### src/rtl/fil_spad_rx_pkg.sv
// Shared constants, FSM state type and config-size helper for the PE filter scratchpad receiver.
package fil_spad_rx_pkg;
  localparam int FIL_DATA_W     = 16;
  localparam int PE_ROWS        = 12;
  localparam int FIL_SPAD_DEPTH = 224;
  localparam int FIL_SPAD_AW    = 8;
  localparam int CFG_W          = 5;
  localparam int PROD_W         = 15;

  typedef enum logic [1:0] {
    IDLE  = 2'd0,
    LOAD  = 2'd1,
    READY = 2'd2
  } fsm_state_t;

  // 31*31*31 fits in PROD_W bits, so no product bits are lost.
  function automatic logic [PROD_W-1:0] cfg_total(input logic [CFG_W-1:0] a,
                                                  input logic [CFG_W-1:0] b,
                                                  input logic [CFG_W-1:0] c);
    return PROD_W'(a) * PROD_W'(b) * PROD_W'(c);
  endfunction
endpackage

### src/rtl/fil_spad_rx_if.sv
// MAC-side read port of the filter scratchpad: request with (oc, ic, col) index, registered reply.
interface fil_spad_rx_if
  import fil_spad_rx_pkg::*;
#(
  parameter int DATA_W = FIL_DATA_W
);
  logic              rd_req;
  logic [CFG_W-1:0]  rd_oc;
  logic [CFG_W-1:0]  rd_ic;
  logic [CFG_W-1:0]  rd_col;
  logic [DATA_W-1:0] rd_data;
  logic              rd_valid;
  logic              rd_err;

  modport master (output rd_req, rd_oc, rd_ic, rd_col,
                  input  rd_data, rd_valid, rd_err);
  modport slave  (input  rd_req, rd_oc, rd_ic, rd_col,
                  output rd_data, rd_valid, rd_err);
endinterface

### src/rtl/fil_spad_rx_mem.sv
// 1W1R scratchpad RAM; read data is registered and holds its value when no read is issued.
module fil_spad_rx_mem
  import fil_spad_rx_pkg::*;
#(
  parameter int DATA_W = FIL_DATA_W,
  parameter int DEPTH  = FIL_SPAD_DEPTH,
  parameter int ADDR_W = FIL_SPAD_AW
) (
  input  logic              clk,
  input  logic              rst,
  input  logic              wr_en,
  input  logic [ADDR_W-1:0] wr_addr,
  input  logic [DATA_W-1:0] wr_data,
  input  logic              rd_en,
  input  logic [ADDR_W-1:0] rd_addr,
  output logic [DATA_W-1:0] rd_data
);
  logic [DATA_W-1:0] mem [DEPTH];

  always_ff @(posedge clk) begin
    if (wr_en) mem[wr_addr] <= wr_data;
  end

  always_ff @(posedge clk) begin
    if (rst)        rd_data <= '0;
    else if (rd_en) rd_data <= mem[rd_addr];
  end
endmodule

### src/rtl/fil_spad_rx.sv
// PE-side filter row-wire receiver: captures a load window into the scratchpad and serves MAC reads.
// Words are captured one cycle after the enable is sampled, matching the filter bank's output register.
module fil_spad_rx
  import fil_spad_rx_pkg::*;
#(
  parameter int DATA_W = FIL_DATA_W,
  parameter int DEPTH  = FIL_SPAD_DEPTH,
  parameter int ADDR_W = FIL_SPAD_AW
) (
  input  logic              clk,
  input  logic              rst,
  input  logic              en,
  input  logic [CFG_W-1:0]  oc,
  input  logic [CFG_W-1:0]  ic,
  input  logic [CFG_W-1:0]  filter_width,
  input  logic [DATA_W-1:0] w_in,
  fil_spad_rx_if.slave      rd,
  output logic              ready,
  output logic              load_done,
  output logic              load_abort,
  output logic              cfg_err
);
  fsm_state_t        state, state_nxt;
  logic              en_d;
  logic [ADDR_W-1:0] wr_ptr, wr_ptr_nxt;
  logic [CFG_W-1:0]  oc_l, ic_l, fw_l;
  logic [PROD_W-1:0] total_l, total_new;
  logic              ready_nxt, cfg_err_nxt, done_nxt, abort_nxt;
  logic              rise, cfg_ok, cap, last;
  logic              rd_ok, rd_hit;
  logic [ADDR_W-1:0] rd_addr;

  assign rise      = en & ~en_d;
  assign total_new = cfg_total(oc, ic, filter_width);
  assign cfg_ok    = (total_new != '0) && (total_new <= PROD_W'(DEPTH));
  assign cap       = (state == LOAD) && en_d;
  assign last      = cap && ((PROD_W'(wr_ptr) + PROD_W'(1)) == total_l);

  always_comb begin
    state_nxt   = state;
    wr_ptr_nxt  = wr_ptr;
    ready_nxt   = ready;
    cfg_err_nxt = cfg_err;
    done_nxt    = 1'b0;
    abort_nxt   = 1'b0;
    unique case (state)
      IDLE:  ;
      LOAD: begin
        if (!en_d) begin
          state_nxt = IDLE;
          abort_nxt = 1'b1;
        end else begin
          wr_ptr_nxt = wr_ptr + ADDR_W'(1);
          if (last) begin
            state_nxt = READY;
            done_nxt  = 1'b1;
            ready_nxt = 1'b1;
          end
        end
      end
      READY: ;
      default: state_nxt = IDLE;
    endcase
    // A new window always restarts from the top, whatever was in progress.
    if (rise) begin
      ready_nxt   = 1'b0;
      wr_ptr_nxt  = '0;
      cfg_err_nxt = ~cfg_ok;
      state_nxt   = cfg_ok ? LOAD : IDLE;
    end
  end

  always_ff @(posedge clk) begin
    if (rst) begin
      state      <= IDLE;
      en_d       <= 1'b0;
      wr_ptr     <= '0;
      ready      <= 1'b0;
      cfg_err    <= 1'b0;
      load_done  <= 1'b0;
      load_abort <= 1'b0;
      oc_l       <= '0;
      ic_l       <= '0;
      fw_l       <= '0;
      total_l    <= '0;
    end else begin
      state      <= state_nxt;
      en_d       <= en;
      wr_ptr     <= wr_ptr_nxt;
      ready      <= ready_nxt;
      cfg_err    <= cfg_err_nxt;
      load_done  <= done_nxt;
      load_abort <= abort_nxt;
      if (rise) begin
        oc_l    <= oc;
        ic_l    <= ic;
        fw_l    <= filter_width;
        total_l <= total_new;
      end
    end
  end

  // Reads use the config of the current filter set, so a read on a reload edge still sees the old shape.
  assign rd_ok   = (state == READY) && (rd.rd_oc < oc_l) && (rd.rd_ic < ic_l) && (rd.rd_col < fw_l);
  assign rd_hit  = rd.rd_req && rd_ok;
  assign rd_addr = ADDR_W'((PROD_W'(rd.rd_col) * PROD_W'(ic_l) + PROD_W'(rd.rd_ic)) * PROD_W'(oc_l)
                           + PROD_W'(rd.rd_oc));

  always_ff @(posedge clk) begin
    if (rst) begin
      rd.rd_valid <= 1'b0;
      rd.rd_err   <= 1'b0;
    end else begin
      rd.rd_valid <= rd_hit;
      rd.rd_err   <= rd.rd_req && !rd_ok;
    end
  end

  fil_spad_rx_mem #(
    .DATA_W (DATA_W),
    .DEPTH  (DEPTH),
    .ADDR_W (ADDR_W)
  ) u_mem (
    .clk     (clk),
    .rst     (rst),
    .wr_en   (cap),
    .wr_addr (wr_ptr),
    .wr_data (w_in),
    .rd_en   (rd_hit),
    .rd_addr (rd_addr),
    .rd_data (rd.rd_data)
  );
endmodule

### src/flat_wrapper.sv
// flat-port wrapper written by rule: the top's interface ports become plain ports
module fil_spad_rx_flat import fil_spad_rx_pkg::*;
#(
  parameter int DATA_W = FIL_DATA_W,
  parameter int DEPTH  = FIL_SPAD_DEPTH,
  parameter int ADDR_W = FIL_SPAD_AW
)
  (clk, rst, en, oc, ic, filter_width, w_in, ready, load_done, load_abort, cfg_err, rd_rd_req, rd_rd_oc, rd_rd_ic, rd_rd_col, rd_rd_data, rd_rd_valid, rd_rd_err);
  fil_spad_rx_if #(.DATA_W(DATA_W)) rd_i ();
  input  logic clk;
  input  logic rst;
  input  logic en;
  input  logic [CFG_W-1:0] oc;
  input  logic [CFG_W-1:0] ic;
  input  logic [CFG_W-1:0] filter_width;
  input  logic [DATA_W-1:0] w_in;
  output logic ready;
  output logic load_done;
  output logic load_abort;
  output logic cfg_err;
  input wire logic [$bits(rd_i.rd_req)-1:0] rd_rd_req;
  input wire logic [$bits(rd_i.rd_oc)-1:0] rd_rd_oc;
  input wire logic [$bits(rd_i.rd_ic)-1:0] rd_rd_ic;
  input wire logic [$bits(rd_i.rd_col)-1:0] rd_rd_col;
  output wire logic [$bits(rd_i.rd_data)-1:0] rd_rd_data;
  output wire logic [$bits(rd_i.rd_valid)-1:0] rd_rd_valid;
  output wire logic [$bits(rd_i.rd_err)-1:0] rd_rd_err;
  assign rd_i.rd_req = rd_rd_req;
  assign rd_i.rd_oc = rd_rd_oc;
  assign rd_i.rd_ic = rd_rd_ic;
  assign rd_i.rd_col = rd_rd_col;
  assign rd_rd_data = rd_i.rd_data;
  assign rd_rd_valid = rd_i.rd_valid;
  assign rd_rd_err = rd_i.rd_err;
  fil_spad_rx #(.DATA_W(DATA_W), .DEPTH(DEPTH), .ADDR_W(ADDR_W)) u_core (.clk(clk), .rst(rst), .en(en), .oc(oc), .ic(ic), .filter_width(filter_width), .w_in(w_in), .rd(rd_i), .ready(ready), .load_done(load_done), .load_abort(load_abort), .cfg_err(cfg_err));
endmodule
### config.mk
export PLATFORM = sky130hd
export DESIGN_NAME = fil_spad_rx_flat
export DESIGN_NICKNAME = d
export VERILOG_FILES = /design/src/rtl/fil_spad_rx_pkg.sv /design/src/rtl/fil_spad_rx_if.sv /design/src/rtl/fil_spad_rx_mem.sv /design/src/rtl/fil_spad_rx.sv /design/src/flat_wrapper.sv
export SDC_FILE = /design/constraint.sdc
export NUM_CORES = 2
export LEC_CHECK = 0
export BUFFER_PORTS_ARGS = -buffer_cell sky130_fd_sc_hd__buf_2
export CAP_MARGIN = 20
export CORE_MARGIN = 1
export CORE_UTILIZATION = 57
export DETAILED_ROUTE_END_ITERATION = 10
export PLACE_DENSITY = 0.81
export SLEW_MARGIN = 10
export SYNTH_ARGS = -nofsm -noshare
export SYNTH_HDL_FRONTEND = slang
export SYNTH_SLANG_ARGS = --single-unit
### constraint.sdc
create_clock -name clk -period 7.6 [get_ports clk]
set_clock_uncertainty 0.2 [all_clocks]
set_input_delay 0 -clock clk [delete_from_list [all_inputs] [get_ports clk]]
set_output_delay 0 -clock clk [all_outputs]
set_load 0.01 [all_outputs]
# Yosys cells after proc, flatten, opt, wreduce, memory -nomap -nowiden

Memory sizes are Yosys's and may differ from the RTL's. A register that Yosys moved wholly into a read port is not among the register bits.
Index checks and enable logic that the tools add are counted.
Widths: inputs -> output; s select.

Memories kept: 1
Output and inout bits: 22
Input port bits: 50
Memory bits (writable): 3584
Bits in registers: 47
Bits in read-only memories: 0
Latch bits: 0

Eq/ne operators: 5
Multiply operators: 4
$lt $le $gt $ge: 4
Bitwise operators: 4
Shift operators: 0
Reductions and logical operators: 18
$add $sub $neg: 4
Mux-type cells: 9
Divide/modulo/power cells: 0

Memories:

| name             | words | width | rd ports | clocked after Yosys merged registers in | write ports | line                  | text |
|---|---|---|---|---|---|---|---|
| u_core.u_mem.mem | 224   | 16    | 1        | 1                                       | 1           | fil_spad_rx_mem.sv:18 | `logic [DATA_W-1:0] mem [DEPTH];` |

Operator list:

| cell                | number |
|---|---|
| $mul 5x5->10        | 2 |
| $eq 15x15->1        | 1 |
| $le 15x8->1 const B | 1 |
| $lt 5x5->1          | 3 |
| $mul 10x5->15       | 1 |
| $mul 15x5->8        | 1 |
| $reduce_bool 15->1  | 1 |
| $add 10x5->11       | 1 |
| $add 8x1->9 const B | 1 |
| $add 8x1->8 const B | 1 |
| $add 8x5->8         | 1 |
| $logic_and 1x1->1   | 8 |
| $mux 2              | 3 |
| $reduce_or 2->1     | 3 |
| $mux 1              | 5 |
| $ne 4x4->1 const B  | 1 |
| $pmux 2 s2          | 1 |
| $reduce_and 2->1    | 2 |
| $not 1->1           | 3 |
| $reduce_and 3->1    | 1 |
| $reduce_or 3->1     | 1 |
| $eq 2x1->1 const B  | 1 |
| $eq 2x2->1 const B  | 1 |
| $logic_not 2->1     | 1 |
| 3 further kinds     | 3 |

# Depth between registers and ports, before layout

Depth in word-level cells: 7
Gate-level depth with buffers: 29
Mapped depth without buffers: 28

# By module

From an unflattened synthesis, not the netlist that was laid out.

Cells, all modules: 6670
Area total of the unflattened synthesis: 144728.8 um2

By module, submodules not included:

| module          | cells each | seq. area each (um2) | instances | area an instance (um2) |
|---|---|---|---|---|
| fil_spad_rx_mem | 5949       | 107943.5             | 1         | 138644.2 |
| fil_spad_rx     | 721        | 940.9                | 1         | 6084.6 |

# Worst setup path before layout

Ideal clock, no wire load.

Path kind: register to register
From: register u_core.ic_l[0]
To: register u_core.u_mem.rd_data[15], read port of u_core.u_mem.mem
Required time: 7.278 ns
Stages on the path, launching flop included: 21
Setup time: 0.122 ns
Arrival: 6.901 ns
Setup slack: 0.377 ns
Buffers on the path: 1
Cell sequence: dfxtp_1 nand2_1 fa_1 inv_1 fa_1 fa_1 ha_1 xnor2_1 nand2_1 fa_1 inv_1 fa_1 fa_1 ha_1 xor2_1 buf_4 mux4_2 mux4_2 nand2_1 nand2_1 a221o_1

Longest elaborated chain between the ends: 4

Ends and longest elaborated chain:

| what                                               | line                                   | text |
|---|---|---|
| from (decl)                                        | fil_spad_rx.sv:26                      | `logic [CFG_W-1:0] oc_l, ic_l, fw_l;` |
| from (signal assigned)                             | fil_spad_rx.sv:96                      | `ic_l <= ic;` |
| $mul 5x5->10 or $lt 5x5->1 (tied branches)         | fil_spad_rx.sv:106, fil_spad_rx.sv:104 |  |
| $add 10x5->11 or $logic_and 1x1->1 (tied branches) | fil_spad_rx.sv:106, fil_spad_rx.sv:104 |  |
| $mul 15x5->8 or $logic_and 1x1->1 (tied branches)  | fil_spad_rx.sv:106, fil_spad_rx.sv:104 |  |
| $add 8x5->8 or $logic_and 1x1->1 (tied branches)   | fil_spad_rx.sv:107, fil_spad_rx.sv:105 |  |
| to (decl)                                          | fil_spad_rx_mem.sv:16                  | `output logic [DATA_W-1:0] rd_data` |

Several ways; a longest one is shown, not always the timed one.
A chain may end at the register's enable or synchronous reset.

# Final worst setup path

From: register u_core.ic_l[0]
To: register u_core.u_mem.rd_data[14], read port of u_core.u_mem.mem

The elaborated chain is that of the path after synthesis.

==> out/results.ini <==
[routing]
wl_per_cell_um = 38.4
drtIter0Drc = 13917
wirelength_um = 416000
first_pass_iters = 10
via_count = 77775
vias_per_cell = 7.18
ant_nets = 0
route.detailed.drc = 0

[yosys]
ys_async_sr_fraction = 0
synth-simple-area-share = 0.0228
synth_edf_count = 3584
synthAdderAreaFrac = 0.0156
synth_warnings = 0
synth_cell_types = 67
ys.flop_type = edfxtp_1
syn_nets = 6793
muxShareOfSynthArea = 0.175
synth-compound-area-share = 0.0144
ys_seq_area_frac = 0.752
yosysMostFrequentCell = edfxtp_1
syn_inst = 6599
synthTopCellsByCount = 3584 x edfxtp_1, 1034 x mux4_2, 269 x nor2_1
synth_top_area_frac = 0.743
ys_ff_latch = 3647
synth_xor_area_frac = 0.00330
yosysTopAreaCell = edfxtp_1
netlist_top_cells_area = edfxtp_1 74%, mux4_2 16%, mux2i_1 1.3%
synth_area_per_cell_um2 = 22.0
netlist_area_um2 = 145000
synth_top_family_by_area = multiplexers

[worst_setup_path]
reg2reg_from = u_core.ic_l[0]
crit_arrival_ns = 8.11
r2r_end = u_core.u_mem.rd_data[14]
crit_required_ns = 8.20
endpoint_kind = register
cp_max_fo = 27
reg2reg_slack_ns = 0.09
start_kind = register
crit_type = register to register
reg2regPathDepth = 22

[placement]
routabilityCongestion = 0.925
dp_hpwl_um = 226000
pre_cts_ws_ns = -0.0800
io_buffers = 71
placed_cells = 10071

[layout]
drive_gt1_frac = 0.286
instances_no_fill = 10830
fillers = 14816
syn2layout_area_growth_pct = 13.2
finish.net_count = 7390

[floorplanning]
num_rows = 184
ios = 72
die_area_um2 = 256000
initial_utilization = 0.575
die_height_um = 506
die_w_um = 506
core_area_um2 = 252000

[sta]
setup_ws_ns = 0.0915
setup_violations = 0
hold_viol = 0
period_share = 0.988
clock.fmax_mhz = 133
maxSlewViolCount = 0
worst_pin_slew_ns = 1.32
slew-limit-headroom = 0.120
fin_crit_ns = 7.51

[global_routing]
met1_usage = 0.408
use_met3 = 0.0917
antenna_found_initial = 35
grtUsageMet2 = 0.505
grt-ovfl-total = 0
grt_pass1_vias = 77373
track_usage = 0.324
busiest_layer = met2
grt_max_degree = 138
grt_pass1_wl_um = 580000

[cts]
clk_pin_slew_ns = 0.06
cts-htree-levels = 5
cts_root_buf = clkbuf_16
cts.path.max_buffers = 4
cts_buffers = 359
clk_latency_ns = 1.01
cts_tree = yes
clkSinkCount = 3647

[pwr]
ir_worst_vdd_mv = 0.266
power_density_nw_per_um2 = 293
p_leak_nw = 52.7

[hold_path]
hold_end = u_core.u_mem.mem[185][7]
hold_path.class = primary input to register
holdPathStages = 2
hold_start = w_in[7]

[run]
drv_cap = 0

[status]
status = finished, final reports clean

==> worst max-delay path, stage by stage (launching register included) <==
cell,delay [ns]
dfxtp_4,0.38
nand2_1,0.07
fa_1,0.51
inv_1,0.05
ha_1,0.29
ha_1,0.28
ha_1,0.38
nand2_1,0.11
fa_1,0.53
inv_1,0.05
ha_1,0.29
ha_1,0.32
ha_4,0.74
buf_12,0.34
buf_12,0.24
mux4_2,0.33
mux2i_1,0.64
a211oi_1,0.19
a211oi_1,0.40
a311oi_1,0.12
buf_4,0.19
a211oi_1,0.45
o32ai_1,0.18
==> stage by stage <==
step	util	total power, mW	hold slack [ns]	setup TNS, ns	area (µm²)
4_1_cts	0.649	47.7	0.00780	0	164000
3_5_place_dp	0.601	30.5	0.0640	-0.319	152000
5_1_grt	0.650	48.9	0.0188	-0.0340	164000
2_1_floorplan	-	27.2	-0.101	0	145000
3_3_place_gp	0.601	30.3	0.0453	-0.402	151000
6_report	0.651	48.1	0.0159	0	164000
==> worst max-delay path by stage <==
stage,end,cells after the start,from
floorplan,u_core.u_mem.rd_data[15],20,u_core.ic_l[0]
global placement,u_core.u_mem.rd_data[11],23,u_core.ic_l[0]
detailed placement,u_core.u_mem.rd_data[8],23,u_core.ic_l[0]
CTS,u_core.u_mem.rd_data[11],23,u_core.ic_l[0]
global route,u_core.u_mem.rd_data[14],22,u_core.ic_l[0]
finish,u_core.u_mem.rd_data[14],22,u_core.ic_l[0]
==> flip-flops by register name, indices dropped and copies added (netlist names) <==
register / count
u_core.rd.rd_err: 1
u_core.u_mem.mem: 3584
u_core.ic_l: 5
u_core.wr_ptr: 8
u_core.state: 2
u_core.u_mem.rd_data: 16
u_core.total_l: 15
u_core.cfg_err: 1
u_core.load_done: 1
u_core.ready: 1
u_core.load_abort: 1
u_core.fw_l: 5
u_core.rd.rd_valid: 1
u_core.oc_l: 5
u_core.en_d: 1
==> kinds of logic (layout without fill, tap and decap cells) <==
kind of cell,after synthesis,in the layout
DFF,3647,3647
muxes,1239,1239
and+or+nand+nor,723,723
buffers and inverters,478,1343
AOI/OAI and AO/OA,315,315
adders and majority gates,144,144
xor gates and xnor gates,53,53
other,0,18
==> layout by cell type (no fill, tap or decap), types with 52 or more instances in the layout <==
| cell | instances |
|---|---|
| nand3_1 | 52 |
| and2_1 | 78 |
| a211oi_1 | 69 |
| mux4_2 | 1034 |
| a21oi_1 | 90 |
| dfxtp_1 | 61 |
| edfxtp_1 | 3584 |
| nor2_2 | 55 |
| clkinv_1 | 70 |
| clkbuf_1 | 86 |
| nor2_1 | 212 |
| ha_1 | 78 |
| inv_1 | 110 |
| buf_2 | 55 |
| dlygate4sd3_1 | 85 |
| nand2_1 | 196 |
| buf_4 | 365 |
| clkinv_2 | 58 |
| clkbuf_16 | 362 |
| fa_1 | 59 |
| mux2i_1 | 188 |
| buf_12 | 53 |
==> power breakdown <==
part | switching, mW | internal [mW] | leakage [nW]
registers | 0.0251 | 22.1 | 32.7
logic | 5.35 | 3.40 | 14.6
clock network | 7.53 | 9.69 | 5.38
total | 12.9 | 35.2 | 52.7
==> layer usage <==
metal  vias up  wire [µm]
met1     39704     133000
li1      28602          -
met3      1590      56700
met2      7837     196000
met5         -        338
met4        42      30400
==> layout make-up <==
| cell class | count | area, µm² | share of cell area |
|---|---|---|---|
| diodes | 18 | 45.0 | 0.000275 |
| inverters | 111 | 417 | 0.00254 |
| clock buffers | 452 | 9440 | 0.0575 |
| multi-input cells | 2474 | 33800 | 0.206 |
| flip-flops and latches | 3647 | 109000 | 0.664 |
| clock inverters | 177 | 1580 | 0.00961 |
| repair buffers | 603 | 5620 | 0.0342 |
| well taps | 3348 | 4190 | 0.0255 |
==> timing repair <==
action | in CTS | in global routing
gates cloned | 1 | 0
resized for setup | 8 | 19
pin swaps | 2 | 3
hold endpoints to repair | 2712 | 24
endpoints found under the setup margin | 14 | 16
setup buffers | 3 | 5
hold buffers | 89 | 1
Note: power is estimated with default switching activity, not from simulation.
